--- config.mk ---
export PLATFORM = sky130hd
export DESIGN_NAME = fir_channel_sequencer
export DESIGN_NICKNAME = d
export VERILOG_FILES = /design/src/rtl/fir_seq_pkg.sv /design/src/rtl/fir_seq_hold.sv /design/src/rtl/fir_channel_sequencer.sv
export SDC_FILE = /design/constraint.sdc
export NUM_CORES = 1
export LEC_CHECK = 0
export BUFFER_PORTS_ARGS = -buffer_cell sky130_fd_sc_hd__buf_2
export CAP_MARGIN = 20
export CORE_UTILIZATION = 35
export CTS_BUF_LIST = sky130_fd_sc_hd__clkbuf_8 sky130_fd_sc_hd__clkbuf_16
export DETAILED_ROUTE_END_ITERATION = 10
export PLACE_DENSITY_LB_ADDON = 0.05
export SLEW_MARGIN = 10
export SYNTH_ARGS = -nofsm -noshare
export SYNTH_HDL_FRONTEND = slang
export SYNTH_SLANG_ARGS = --single-unit
--- constraint.sdc ---
create_clock -name s_axis_aclk -period 9.5 [get_ports s_axis_aclk]
set_input_delay 0.95 -clock s_axis_aclk [delete_from_list [all_inputs] [get_ports s_axis_aclk]]
set_output_delay 0.95 -clock s_axis_aclk [all_outputs]
set_load 0.01 [all_outputs]
--- src/rtl/fir_seq_pkg.sv ---
// Shared types and helpers for the FIR channel sequencer.
// Channel search helpers work on an 8-bit view; narrower masks are zero-padded.
package fir_seq_pkg;

  localparam int MAX_CH = 8;

  typedef enum logic [1:0] {
    IDLE,
    WAIT,
    SEND
  } state_t;

  localparam logic MODE_STRICT = 1'b0;
  localparam logic MODE_RR     = 1'b1;

  // First set bit strictly after ptr, searching circularly; ptr itself last.
  function automatic logic [2:0] next_enabled(
    input logic [2:0]        ptr,
    input logic [MAX_CH-1:0] mask
  );
    logic [2:0] idx;
    logic       found;
    next_enabled = ptr;
    found        = 1'b0;
    for (int i = 1; i <= MAX_CH; i++) begin
      idx = ptr + 3'(i);
      if (!found && mask[idx]) begin
        next_enabled = idx;
        found        = 1'b1;
      end
    end
  endfunction

  function automatic logic [2:0] highest(
    input logic [MAX_CH-1:0] mask
  );
    highest = '0;
    for (int i = 0; i < MAX_CH; i++) begin
      if (mask[i]) highest = 3'(i);
    end
  endfunction

endpackage

--- src/rtl/fir_seq_hold.sv ---
// One-entry holding register for a single input channel.
// A disabled channel keeps ready high so its samples drain away.
module fir_seq_hold #(
  parameter int DATA_W = 24
) (
  input  logic              clk,
  input  logic              rst,
  input  logic              en,
  input  logic [DATA_W-1:0] sample,
  input  logic              valid,
  output logic              ready,
  input  logic              take,
  output logic              full,
  output logic [DATA_W-1:0] data
);

  assign ready = ~full | ~en;

  always_ff @(posedge clk) begin
    if (rst) begin
      full <= 1'b0;
      data <= '0;
    end else begin
      if (take) full <= 1'b0;
      if (valid && ready && en) begin
        full <= 1'b1;
        data <= sample;
      end
    end
  end

endmodule

--- src/rtl/fir_channel_sequencer.sv ---
// Time-multiplexes per-channel sample streams into one FIR AXI-Stream,
// tagging each beat with its channel index in tuser.
module fir_channel_sequencer
  import fir_seq_pkg::*;
#(
  parameter int NUM_CH      = 8,
  parameter int DATA_W      = 24,
  parameter int CH_W        = 3,
  parameter int TIMEOUT_CYC = 1024
) (
  input  logic                     s_axis_aclk,
  input  logic                     s_axis_arst,
  input  logic [NUM_CH*DATA_W-1:0] s_axis_tdata,
  input  logic [NUM_CH-1:0]        s_axis_tvalid,
  output logic [NUM_CH-1:0]        s_axis_tready,
  output logic [DATA_W-1:0]        m_axis_tdata,
  output logic                     m_axis_tvalid,
  input  logic                     m_axis_tready,
  output logic [CH_W-1:0]          m_axis_tuser,
  output logic                     m_axis_tlast,
  input  logic                     cfg_enable,
  input  logic                     cfg_mode,
  input  logic [NUM_CH-1:0]        cfg_ch_mask,
  input  logic                     cfg_err_clr,
  output logic [NUM_CH-1:0]        err_timeout,
  output logic [15:0]              frame_cnt
);

  localparam int TMO_W = (TIMEOUT_CYC > 2) ? $clog2(TIMEOUT_CYC) : 1;
  localparam logic [TMO_W-1:0] TMO_LAST = TMO_W'(TIMEOUT_CYC - 1);

  state_t state, state_d;

  logic              mode_q;
  logic [NUM_CH-1:0] mask_q;
  logic [2:0]        ptr, ptr_d, sel;
  logic [TMO_W-1:0]  tmo_cnt, tmo_d;
  logic [NUM_CH-1:0] full, take;
  logic [DATA_W-1:0] hold [NUM_CH];

  logic [MAX_CH-1:0] mask_w, full_w, cfg_w, take_w, err_w;
  logic [2:0]        rr_pick;
  logic              rr_hit;
  logic              load_out, latch_cfg, frame_inc;

  logic [DATA_W-1:0] tdata_q;
  logic [CH_W-1:0]   tuser_q;
  logic              tlast_q;
  logic [NUM_CH-1:0] err_q;
  logic [15:0]       frame_q;

  for (genvar g = 0; g < NUM_CH; g++) begin : g_hold
    fir_seq_hold #(.DATA_W(DATA_W)) u_hold (
      .clk    (s_axis_aclk),
      .rst    (s_axis_arst),
      .en     (mask_q[g]),
      .sample (s_axis_tdata[g*DATA_W +: DATA_W]),
      .valid  (s_axis_tvalid[g]),
      .ready  (s_axis_tready[g]),
      .take   (take[g]),
      .full   (full[g]),
      .data   (hold[g])
    );
  end

  always_comb begin
    mask_w = '0;
    full_w = '0;
    cfg_w  = '0;
    mask_w[NUM_CH-1:0] = mask_q;
    full_w[NUM_CH-1:0] = full;
    cfg_w[NUM_CH-1:0]  = cfg_ch_mask;
  end

  // ptr already points past the last served channel, so search from ptr.
  assign rr_pick = next_enabled(ptr - 3'd1, mask_w & full_w);
  assign rr_hit  = |(mask_w & full_w);

  always_comb begin
    state_d   = state;
    ptr_d     = ptr;
    tmo_d     = '0;
    sel       = ptr;
    take_w    = '0;
    err_w     = '0;
    load_out  = 1'b0;
    latch_cfg = 1'b0;
    frame_inc = 1'b0;
    unique case (state)
      IDLE: begin
        if (cfg_enable && |mask_q) begin
          state_d = WAIT;
          ptr_d   = next_enabled(3'(MAX_CH - 1), mask_w);
        end else begin
          latch_cfg = 1'b1;
        end
      end
      WAIT: begin
        if (!cfg_enable || mask_q == '0) begin
          state_d = IDLE;
        end else if (mode_q == MODE_RR) begin
          if (rr_hit) begin
            sel      = rr_pick;
            ptr_d    = rr_pick;
            load_out = 1'b1;
            state_d  = SEND;
          end
        end else if (full_w[ptr]) begin
          load_out = 1'b1;
          state_d  = SEND;
        end else if (tmo_cnt == TMO_LAST) begin
          err_w[ptr] = 1'b1;
          ptr_d      = next_enabled(ptr, mask_w);
        end else begin
          tmo_d = tmo_cnt + TMO_W'(1);
        end
      end
      SEND: begin
        if (m_axis_tready) begin
          state_d = cfg_enable ? WAIT : IDLE;
          if (tlast_q) begin
            frame_inc = 1'b1;
            latch_cfg = 1'b1;
            ptr_d     = next_enabled(3'(MAX_CH - 1), cfg_w);
          end else begin
            ptr_d = next_enabled(ptr, mask_w);
          end
        end
      end
      default: state_d = IDLE;
    endcase
    if (load_out) take_w[sel] = 1'b1;
  end

  assign take = take_w[NUM_CH-1:0];

  always_ff @(posedge s_axis_aclk) begin
    if (s_axis_arst) begin
      state   <= IDLE;
      ptr     <= '0;
      tmo_cnt <= '0;
      mode_q  <= MODE_STRICT;
      mask_q  <= '0;
      tdata_q <= '0;
      tuser_q <= '0;
      tlast_q <= 1'b0;
      err_q   <= '0;
      frame_q <= '0;
    end else begin
      state   <= state_d;
      ptr     <= ptr_d;
      tmo_cnt <= tmo_d;
      if (latch_cfg) begin
        mode_q <= cfg_mode;
        mask_q <= cfg_ch_mask;
      end
      if (load_out) begin
        tdata_q <= hold[sel];
        tuser_q <= CH_W'(sel);
        tlast_q <= (sel == highest(mask_w));
      end
      // A fresh timeout survives a simultaneous clear.
      err_q <= (err_q & ~{NUM_CH{cfg_err_clr}}) | err_w[NUM_CH-1:0];
      if (frame_inc) frame_q <= frame_q + 16'd1;
    end
  end

  assign m_axis_tvalid = (state == SEND);
  assign m_axis_tdata  = tdata_q;
  assign m_axis_tuser  = tuser_q;
  assign m_axis_tlast  = tlast_q;
  assign err_timeout   = err_q;
  assign frame_cnt     = frame_q;

endmodule

==> results of run 1 <==
-- final cells by class --
class                   count  area share
flip-flops and latches    276       0.337
clock inverters            12      0.0120
multi-input cells        1300       0.453
well taps                 518      0.0395
inverters                  13     0.00313
clock buffers              45      0.0590
repair buffers            298      0.0969
-- worst max path at each step --
stage | startpoint | depth (start not counted) | endpoint
2_1_floorplan | ptr[1] | 16 | m_axis_tdata[11]
6_report | ptr[1] | 13 | m_axis_tdata[13]
4_1_cts | ptr[1] | 13 | m_axis_tdata[13]
3_3_place_gp | ptr[1] | 12 | m_axis_tdata[22]
3_5_place_dp | ptr[1] | 13 | m_axis_tdata[13]
5_1_grt | ptr[1] | 13 | m_axis_tdata[23]
-- through the flow --
stage | hold WS, ns | cells
6_report | 0.452 | 2462
5_1_grt | 0.472 | 2462
4_1_cts | 0.454 | 2460
3_5_place_dp | 0.444 | 2403
3_3_place_gp | 0.443 | 2400
2_1_floorplan | 0.426 | 1730
-- power groups by stage --
| stage | Combinational, mW | Clock, mW | Sequential (mW) |
|---|---|---|---|
| floorplan | 1.19 | 0 | 1.31 |
| global route | 1.69 | 1.41 | 1.35 |
| CTS | 1.55 | 1.37 | 1.34 |
| global placement | 1.54 | 0 | 1.36 |
| finish | 1.54 | 1.34 | 1.34 |
| detailed placement | 1.54 | 0 | 1.37 |
-- critical path: stages, from the launching register on --
cell,delay (ns)
dfxtp_1,0.70
inv_1,0.27
ha_1,0.99
nand4bb_1,0.22
nand4_1,0.21
mux2i_1,0.32
nand4b_1,0.25
nor2_1,0.23
nor3_2,0.09
o31ai_4,0.21
buf_4,0.84
nand2_1,0.16
a32o_1,0.36
o211ai_2,0.15
-- sequential cells by signal (all words and copies together), names as in the netlist --
| name | count |
|---|---|
| err_timeout | 8 |
| frame_cnt | 16 |
| g_hold.u_hold.data | 192 |
| g_hold.u_hold.full | 8 |
| m_axis_tdata | 24 |
| m_axis_tlast | 1 |
| m_axis_tuser | 3 |
| mask_q | 8 |
| mode_q | 1 |
| ptr | 3 |
| state | 2 |
| tmo_cnt | 10 |
-- routing by layer --
layer | GRT usage | up-vias
met1 | 0.314 | 6228
met2 | 0.431 | 339
li1 | - | 6349
met4 | 0.0642 | 0
met3 | 0.0368 | 60
met5 | 0 | -
-- cells in the mapped netlist (4+ instances only) --
cell	n
clkbuf_1	92
nand3_1	22
and3b_1	6
xnor2_1	13
o211ai_2	21
or2_2	6
nand4_1	15
o41ai_1	4
and3_1	10
dfxtp_1	276
nand4b_1	9
nor3_1	4
nand2b_1	5
and4_1	4
xor2_1	17
o21ai_0	13
inv_1	11
a22o_1	4
o211ai_1	4
buf_6	9
o31ai_1	6
o21bai_1	4
buf_2	21
mux2i_1	21
a21oi_1	275
and2_1	27
nor4_1	5
buf_4	17
nand2_1	538
a221oi_1	24
mux4_2	16
a211o_1	24
nor2_1	83
nand4bb_1	4
nor2b_1	17
mux2_2	5
ha_1	13
a32o_1	18
nand3b_1	8
-- cell families after synthesis --
family / share of synthesized area
multiplexers: 0.0544
AO/OA/AOI/OAI: 0.207
AND/OR/NAND/NOR: 0.245
XOR/XNOR: 0.0236
adder cells (fa/ha/maj): 0.0119
flip-flops: 0.404
buffers and inverters: 0.0540
==> impl_metrics.py, run 1 <==
metrics = {
    "finish": {
        "fin_area_mm2": 0.0164,
        "fin_nets": 2147,
        "area_delta_synth_final_pct": 20.1,
        "regArea_mm2": 0.00553,
        "fin_util": 0.426,
        "antennaDiodeCount": 0,
        "mostFrequentLayoutCells": "nand2_1 (538), dfxtp_1 (276), a21oi_1 (275), buf_2 (273), nor2_1 (80)",
        "drive_gt1_frac": 0.218,
        "final_common_cell": "nand2_1",
        "multi_input_area_mm2": 0.00743,
        "fill_cells": 4113,
    },
    "worst_hold_path": {
        "holdCritPathClass": "reg -> reg",
        "hold_end": "g_hold[2].u_hold.data[0]",
        "hold_depth": 2,
        "worstHoldStart": "g_hold[2].u_hold.data[0]",
    },
    "timing": {
        "finalSetupTns_ns": 0,
        "clock_skew_ns": 0.0188,
        "layout_min_cycle_time_ns": 5.11,
        "rsz0062_at_grt": "false",
        "finalHoldViolations": 0,
        "slew_headroom": 0.290,
        "slew_violations": 0,
        "max_freq_mhz": 196,
        "worst_slack_ns": 4.39,
        "worst_slew_pin_slew_ns": 1.07,
        "setup_viol": 0,
        "period_share": 0.538,
    },
    "setup_path": {
        "worstPathArrival_ns": 5.62,
        "critical_path_class": "reg -> reg",
        "critical_path.max_fanout": 94,
        "r2r_start": "ptr[1]",
        "ff2ff_path_depth": 13,
        "reg2reg_slack_ns": 4.39,
        "worstReg2RegEnd": "m_axis_tdata[13]",
        "end_kind": "flop",
        "cp.required_ns": 10.02,
        "worstSetupStartpointType": "flop",
    },
    "grt": {
        "grt_pass1_vias": 12300,
        "overflow": 0,
        "grt_start_max_net_pins": 97,
        "antenna_found_initial": 0,
        "grt_first_pass_wirelength_mm": 74.5,
        "track_usage": 0.246,
    },
    "placed_design": {
        "dp_slack_ns": 4.45,
        "port_buffers": 274,
        "gp_congestion": 0.841,
        "hpwl_mm": 35.1,
        "place_area_mm2": 0.0152,
    },
    "run_status": {
        "status": "complete, no violations",
    },
    "route": {
        "met2WireLength_mm": 24.7,
        "dr.first_iter.drc_count": 764,
        "first_pass_iters": 5,
        "wl_per_cell_um": 20.2,
        "vias": 13000,
        "viasPerCell": 5.27,
        "routed.top_layer": "met4",
        "met3_wirelength_mm": 2.66,
        "drc": 0,
        "antenna_left": 0,
        "routed_wl_mm": 49.7,
        "wl_met1_mm": 21.2,
    },
    "floorplan": {
        "die-area_mm2": 0.0399,
        "pin_count": 275,
        "num_rows": 72,
        "die_w_um": 200,
        "start_util": 0.355,
        "die_h_um": 200,
        "core_mm2": 0.0386,
    },
    "cts": {
        "cts_made_buffers": 31,
        "cts_sinks": 276,
        "insertion_delay_ns": 0.59,
        "cts_resized": 0,
        "htree_levels": 1,
        "post_cts_buffers": 0,
        "cts_buffer_depth": 3,
        "postCtsHoldBufs": 0,
        "root_buffer": "clkbuf_16",
        "cts_tree": "yes",
        "clkTransAtPathRegs_ns": 0.06,
    },
    "synth": {
        "syn_nets": 1957,
        "syn-cell-area_mm2": 0.0137,
        "yosysSeqAreaShare": 0.404,
        "ys_top_cells_by_area": "dfxtp_1 (40%), nand2_1 (15%), a21oi_1 (10%)",
        "synthFlopType": "dfxtp_1",
        "synth_cell_type_count": 79,
        "synth_top_cell_area_share": 0.404,
        "yosys_warnings": 0,
        "synth-edff-count": 0,
        "async_flop_share": 0,
        "syn_avg_cell_area_um2": 7.90,
        "synth-seq-cells": 276,
        "synth_largest_area_cell": "dfxtp_1",
        "syn_inst": 1730,
    },
    "power_and_ir_drop": {
        "ir_drop_uv": 162,
        "power.leakage_nw": 6.21,
        "p_clk_frac": 0.318,
        "p_seq_frac": 0.317,
        "power_frac_comb": 0.365,
        "p_per_area_mw_per_mm2": 257,
        "power.share.switching": 0.372,
        "intPower_mw": 2.65,
        "p_switching_mw": 1.57,
        "finalPower_mw": 4.23,
    },
    "flow_run": {
        "cap_violations": 0,
    },
}
(Power assumes the default switching activity.)
==> run 2, diff against run 1 <==
==> constraint.sdc (replaced) <==
create_clock -name s_axis_aclk -period 5 [get_ports s_axis_aclk]
set_input_delay 0.5 -clock s_axis_aclk [delete_from_list [all_inputs] [get_ports s_axis_aclk]]
set_output_delay 0.5 -clock s_axis_aclk [all_outputs]
set_load 0.01 [all_outputs]
==> impl_metrics.py, run 2 (synthesis gave the netlist of run 1 again) <==
metrics = {
    "finish": {
        "fin_area_mm2": 0.0165,
        "fin_nets": 2165,
        "mostFrequentLayoutCells": "nand2_1 (538), dfxtp_1 (276), a21oi_1 (275), buf_2 (273), nor2_1 (80)",
        "antennaDiodeCount": 0,
        "final_common_cell": "nand2_1",
        "fill_cells": 4135,
        "area_delta_synth_final_pct": 20.7,
        "top_register": "g_hold.u_hold.data",
        "drive_gt1_frac": 0.222,
        "largest_reg_flops": 192,
        "fin_cells": 2478,
    },
    "power_and_ir_drop": {
        "p_switching_mw": 3.09,
        "power.share.switching": 0.385,
        "intPower_mw": 4.93,
        "power_frac_comb": 0.387,
        "ir_drop_uv": 212,
        "p_per_area_mw_per_mm2": 486,
        "p_clk_frac": 0.302,
        "power.leakage_nw": 6.27,
        "p_seq_frac": 0.311,
    },
    "cts": {
        "cts_sinks": 276,
        "cts_resized": 0,
        "clkTransAtPathRegs_ns": 0.06,
        "cts_buffer_depth": 3,
        "root_buffer": "clkbuf_16",
        "insertion_delay_ns": 0.54,
        "post_cts_buffers": 0,
        "htree_levels": 2,
        "postCtsHoldBufs": 0,
        "cts_tree": "yes",
        "cts_made_buffers": 34,
    },
    "timing": {
        "finalSetupTns_ns": 0,
        "rsz0062_at_grt": "false",
        "setup_viol": 0,
        "slew_headroom": 0.255,
        "finalHoldViolations": 0,
        "max_freq_mhz": 234,
        "period_share": 0.856,
        "clock_skew_ns": 0.0299,
        "slew_violations": 0,
        "worst_slew_pin_slew_ns": 1.12,
        "layout_min_cycle_time_ns": 4.28,
        "holdWs_ns": 0.188,
        "worst_slack_ns": 0.720,
    },
    "setup_path": {
        "reg2reg_slack_ns": 0.72,
        "end_kind": "flop",
        "crit_start": "ptr[0]",
        "critical_path.max_fanout": 39,
        "worstReg2RegEnd": "m_axis_tdata[9]",
        "worstSetupStartpointType": "flop",
        "ff2ff_path_depth": 14,
        "worstPathArrival_ns": 4.73,
        "r2r_start": "ptr[0]",
        "critical_path_class": "reg -> reg",
        "cp.required_ns": 5.45,
    },
    "route": {
        "vias": 13100,
        "wl_per_cell_um": 20.2,
        "viasPerCell": 5.29,
        "dr.first_iter.drc_count": 836,
        "routed_wl_mm": 50.1,
        "antenna_left": 0,
        "drc": 0,
        "first_pass_iters": 5,
    },
    "placed_design": {
        "hpwl_mm": 36.0,
        "gp_congestion": 0.882,
        "dp_slack_ns": 0.803,
        "place_area_mm2": 0.0154,
        "place_inst": 2419,
        "port_buffers": 274,
    },
    "floorplan": {
        "pin_count": 275,
        "die_h_um": 200,
        "num_rows": 72,
        "die-area_mm2": 0.0399,
        "start_util": 0.355,
        "die_w_um": 200,
        "core_mm2": 0.0386,
    },
    "grt": {
        "overflow": 0,
        "grt_start_max_net_pins": 95,
        "grt_pass1_vias": 12500,
        "antenna_found_initial": 0,
        "grt_first_pass_wirelength_mm": 74.8,
        "track_usage": 0.249,
    },
    "worst_hold_path": {
        "holdCritPathClass": "in -> reg",
        "hold_depth": 3,
        "hold_end": "g_hold[7].u_hold.data[13]",
        "worstHoldStart": "s_axis_tdata[181]",
    },
    "flow_run": {
        "cap_violations": 0,
    },
    "run_status": {
        "status": "complete, no violations",
    },
}
-- run 2: cell count changes in the layout (fill, tap and decap cells not counted), sizes merged --
cell and change:
buf +15, bufinv -3, clkbuf -8, clkinv +7
clkinvlp +2, inv +3
-- run 2: per-stage QoR --
| step | power, mW | utilization |
|---|---|---|
| after floorplan | 4.73 | - |
| after global placement | 5.63 | 0.398 |
| after detailed placement | 5.65 | 0.399 |
| after CTS | 8.08 | 0.428 |
| after global routing | 8.45 | 0.428 |
| final | 8.01 | 0.428 |
-- run 2: how the worst max path moves through the flow --
stage / endpoint / slack [ns]
6_report: m_axis_tdata[9] / 0.72
5_1_grt: m_axis_tdata[10] / 0.45
4_1_cts: m_axis_tdata[9] / 0.77
3_5_place_dp: m_axis_tdata[9] / 0.80
3_3_place_gp: m_axis_tdata[11] / 0.82
2_1_floorplan: m_axis_tdata[11] / 1.24
-- run 2: power by group through the flow --
stage                     combinational, mW  sequential [mW]  clock, mW
after floorplan                        2.25             2.48          0
after global placement                 3.09             2.54          0
after detailed placement               3.11             2.54          0
after CTS                              3.11             2.49       2.47
after global routing                   3.37             2.51       2.56
final                                  3.10             2.49       2.42
-- run 2: final cells by class --
class | count | area, µm² | share of cell area
multi-input cells | 1300 | 7430 | 0.451
flip-flops and latches | 276 | 5530 | 0.335
repair buffers | 313 | 1750 | 0.106
clock buffers | 37 | 892 | 0.0541
well taps | 518 | 648 | 0.0393
clock inverters | 21 | 203 | 0.0123
inverters | 13 | 51.3 | 0.00311
-- run 2: per-layer routing --
layer / vias up / wire [µm] / track usage
met2: 365 / 24500 / 0.426
met3: 64 / 2610 / 0.0351
met1: 6298 / 21700 / 0.320
met5: - / 0 / 0
met4: 0 / 1410 / 0.0823
li1: 6381 / - / -
-- run 2: critical path: stages, from the launching register on --
cell and delay, ns:
dfxtp_1 0.37, inv_4 0.10, ha_1 0.57, buf_4 0.28, nand4b_1 0.09, nand4_1 0.22, mux2i_1 0.35, nand4b_1 0.24
or2_1 0.31, a21oi_2 0.24, o31a_4 0.52, buf_4 0.31, nand2_1 0.07, a32o_1 0.34, o211ai_2 0.16
==> run 3, diff against run 2 <==
--- a/config.mk
+++ b/config.mk
@@ -7,7 +7,7 @@
 export LEC_CHECK = 0
 export BUFFER_PORTS_ARGS = -buffer_cell sky130_fd_sc_hd__buf_2
 export CAP_MARGIN = 20
-export CORE_UTILIZATION = 35
+export CORE_UTILIZATION = 45
 export CTS_BUF_LIST = sky130_fd_sc_hd__clkbuf_8 sky130_fd_sc_hd__clkbuf_16
 export DETAILED_ROUTE_END_ITERATION = 10
 export PLACE_DENSITY_LB_ADDON = 0.05
==> impl_metrics.py, run 3 (synthesis gave the netlist of run 1 again) <==
metrics = {
    "finish": {
        "drive_gt1_frac": 0.215,
        "final_common_cell": "nand2_1",
        "largest_reg_flops": 192,
        "top_register": "g_hold.u_hold.data",
        "area_delta_synth_final_pct": 17.8,
        "antennaDiodeCount": 0,
        "fin_nets": 2155,
        "mostFrequentLayoutCells": "nand2_1 (538), dfxtp_1 (276), a21oi_1 (275), buf_2 (273), nor2_1 (80)",
        "fill_cells": 2986,
    },
    "route": {
        "first_pass_iters": 6,
        "routed_wl_mm": 46.3,
        "dr.first_iter.drc_count": 1139,
        "vias": 13300,
        "wl_per_cell_um": 19.8,
        "drc": 0,
        "antenna_left": 0,
        "viasPerCell": 5.70,
    },
    "floorplan": {
        "core_mm2": 0.0298,
        "die_w_um": 176,
        "pin_count": 275,
        "die_h_um": 176,
        "start_util": 0.459,
        "num_rows": 63,
        "die-area_mm2": 0.0311,
    },
    "timing": {
        "period_share": 0.865,
        "worst_slew_pin_slew_ns": 1.08,
        "finalSetupTns_ns": 0,
        "slew_headroom": 0.278,
        "holdWs_ns": 0.163,
        "layout_min_cycle_time_ns": 4.32,
        "clock_skew_ns": 0.0217,
        "slew_violations": 0,
        "rsz0062_at_grt": "false",
        "finalHoldViolations": 0,
        "setup_viol": 0,
        "max_freq_mhz": 231,
    },
    "setup_path": {
        "path_cells": "inv_4 > ha_1 > xor2_2 > mux4_2 > mux2i_4 > nand4b_1 > a211oi_1 > nand2b_1 > o22ai_4 > mux4_2 > nand2_1 > a311oi_1",
        "end_kind": "flop",
        "reg2reg_slack_ns": 0.68,
        "worstSetupStartpointType": "flop",
        "cp.buffers_inverters": 1,
        "cp_slowest_cell": "o22ai_4",
        "slowest_delay_ns": 0.76,
        "critical_path_class": "reg -> reg",
        "worstPathArrival_ns": 4.74,
        "cp_common_cell": "mux4_2",
        "cp.required_ns": 5.42,
        "crit_family": "multiplexers",
        "critical_path.max_fanout": 28,
    },
    "placed_design": {
        "hpwl_mm": 32.4,
        "gp_congestion": 0.892,
        "port_buffers": 274,
    },
    "cts": {
        "cts_made_buffers": 30,
        "post_cts_buffers": 0,
        "cts_tree": "yes",
        "cts_resized": 0,
        "root_buffer": "clkbuf_16",
        "cts_sinks": 276,
        "htree_levels": 1,
        "clkTransAtPathRegs_ns": 0.07,
        "postCtsHoldBufs": 0,
        "cts_buffer_depth": 3,
        "insertion_delay_ns": 0.57,
    },
    "grt": {
        "grt_start_max_net_pins": 182,
        "grt_pass1_vias": 12700,
        "track_usage": 0.295,
        "overflow": 0,
        "antenna_found_initial": 0,
        "grt_first_pass_wirelength_mm": 70.8,
    },
    "power_and_ir_drop": {
        "power.leakage_nw": 6.16,
        "ir_drop_uv": 290,
        "p_per_area_mw_per_mm2": 477,
    },
    "flow_run": {
        "cap_violations": 0,
    },
    "worst_hold_path": {
        "holdCritPathClass": "in -> reg",
    },
    "run_status": {
        "status": "complete, no violations",
    },
}
[run 3: changes by cell type in the layout (fill, tap and decap cells not counted), moves of 2 or more]
cell       previous run  this run
inv_1                18        23
buf_8                 2         0
clkbuf_16            34        30
clkinv_2              6         0
buf_4                33        29
[run 3: final cells by class]
| class | instances | area [µm²] | share of cell area |
|---|---|---|---|
| Multi-Input combinational cell | 1300 | 7430 | 0.462 |
| Timing Repair Buffer | 307 | 1680 | 0.104 |
| Tap cell | 390 | 488 | 0.0303 |
| Inverter | 13 | 51.3 | 0.00319 |
| Sequential cell | 276 | 5530 | 0.343 |
| Clock buffer | 35 | 820 | 0.0509 |
| Clock inverter | 16 | 106 | 0.00661 |
[run 3: metal layers]
metal / wire [µm] / track usage / vias to the layer above
met5: 0 / 0 / -
met4: 2160 / 0.137 / 0
met3: 3020 / 0.0444 / 108
met2: 22300 / 0.498 / 521
met1: 18800 / 0.368 / 6337
li1: - / - / 6346
[run 3: worst paths after layout]
| check | start | end | cells after the start |
|---|---|---|---|
| worst max register to register | ptr[0] | m_axis_tdata[8] | 12 |
| worst max-delay path | ptr[0] | m_axis_tdata[8] | 12 |
| worst min register to register | g_hold[2].u_hold.data[4] | g_hold[2].u_hold.data[4] | 2 |
| worst min-delay path | s_axis_tdata[185] | g_hold[7].u_hold.data[17] | 3 |
[run 3: metrics by stage]
step | setup WS, ns | cells | utilization | power (mW) | instance area (µm²)
floorplan | 1.24 | 1730 | - | 4.73 | 13700
global placement | 0.810 | 2285 | 0.509 | 5.57 | 15200
detailed placement | 0.713 | 2286 | 0.509 | 5.60 | 15200
CTS | 0.704 | 2337 | 0.540 | 7.70 | 16100
global route | 0.466 | 2337 | 0.540 | 8.07 | 16100
finish | 0.677 | 2337 | 0.540 | 7.68 | 16100
[run 3: power breakdown]
| group | internal (mW) | switching, mW | leakage [nW] |
|---|---|---|---|
| Sequential | 2.35 | 0.149 | 2.23 |
| Clock | 1.20 | 0.898 | 0.491 |
| Combinational | 1.16 | 1.91 | 3.44 |
[run 3: worst reg2reg max path, stage by stage, from the launching register on]
cell and delay, ns:
dfxtp_1 0.34, inv_4 0.15, ha_1 0.52, xor2_2 0.39, mux4_2 0.40, mux2i_4 0.27, nand4b_1 0.21, a211oi_1 0.09
nand2b_1 0.25, o22ai_4 0.76, mux4_2 0.63, nand2_1 0.08, a311oi_1 0.08
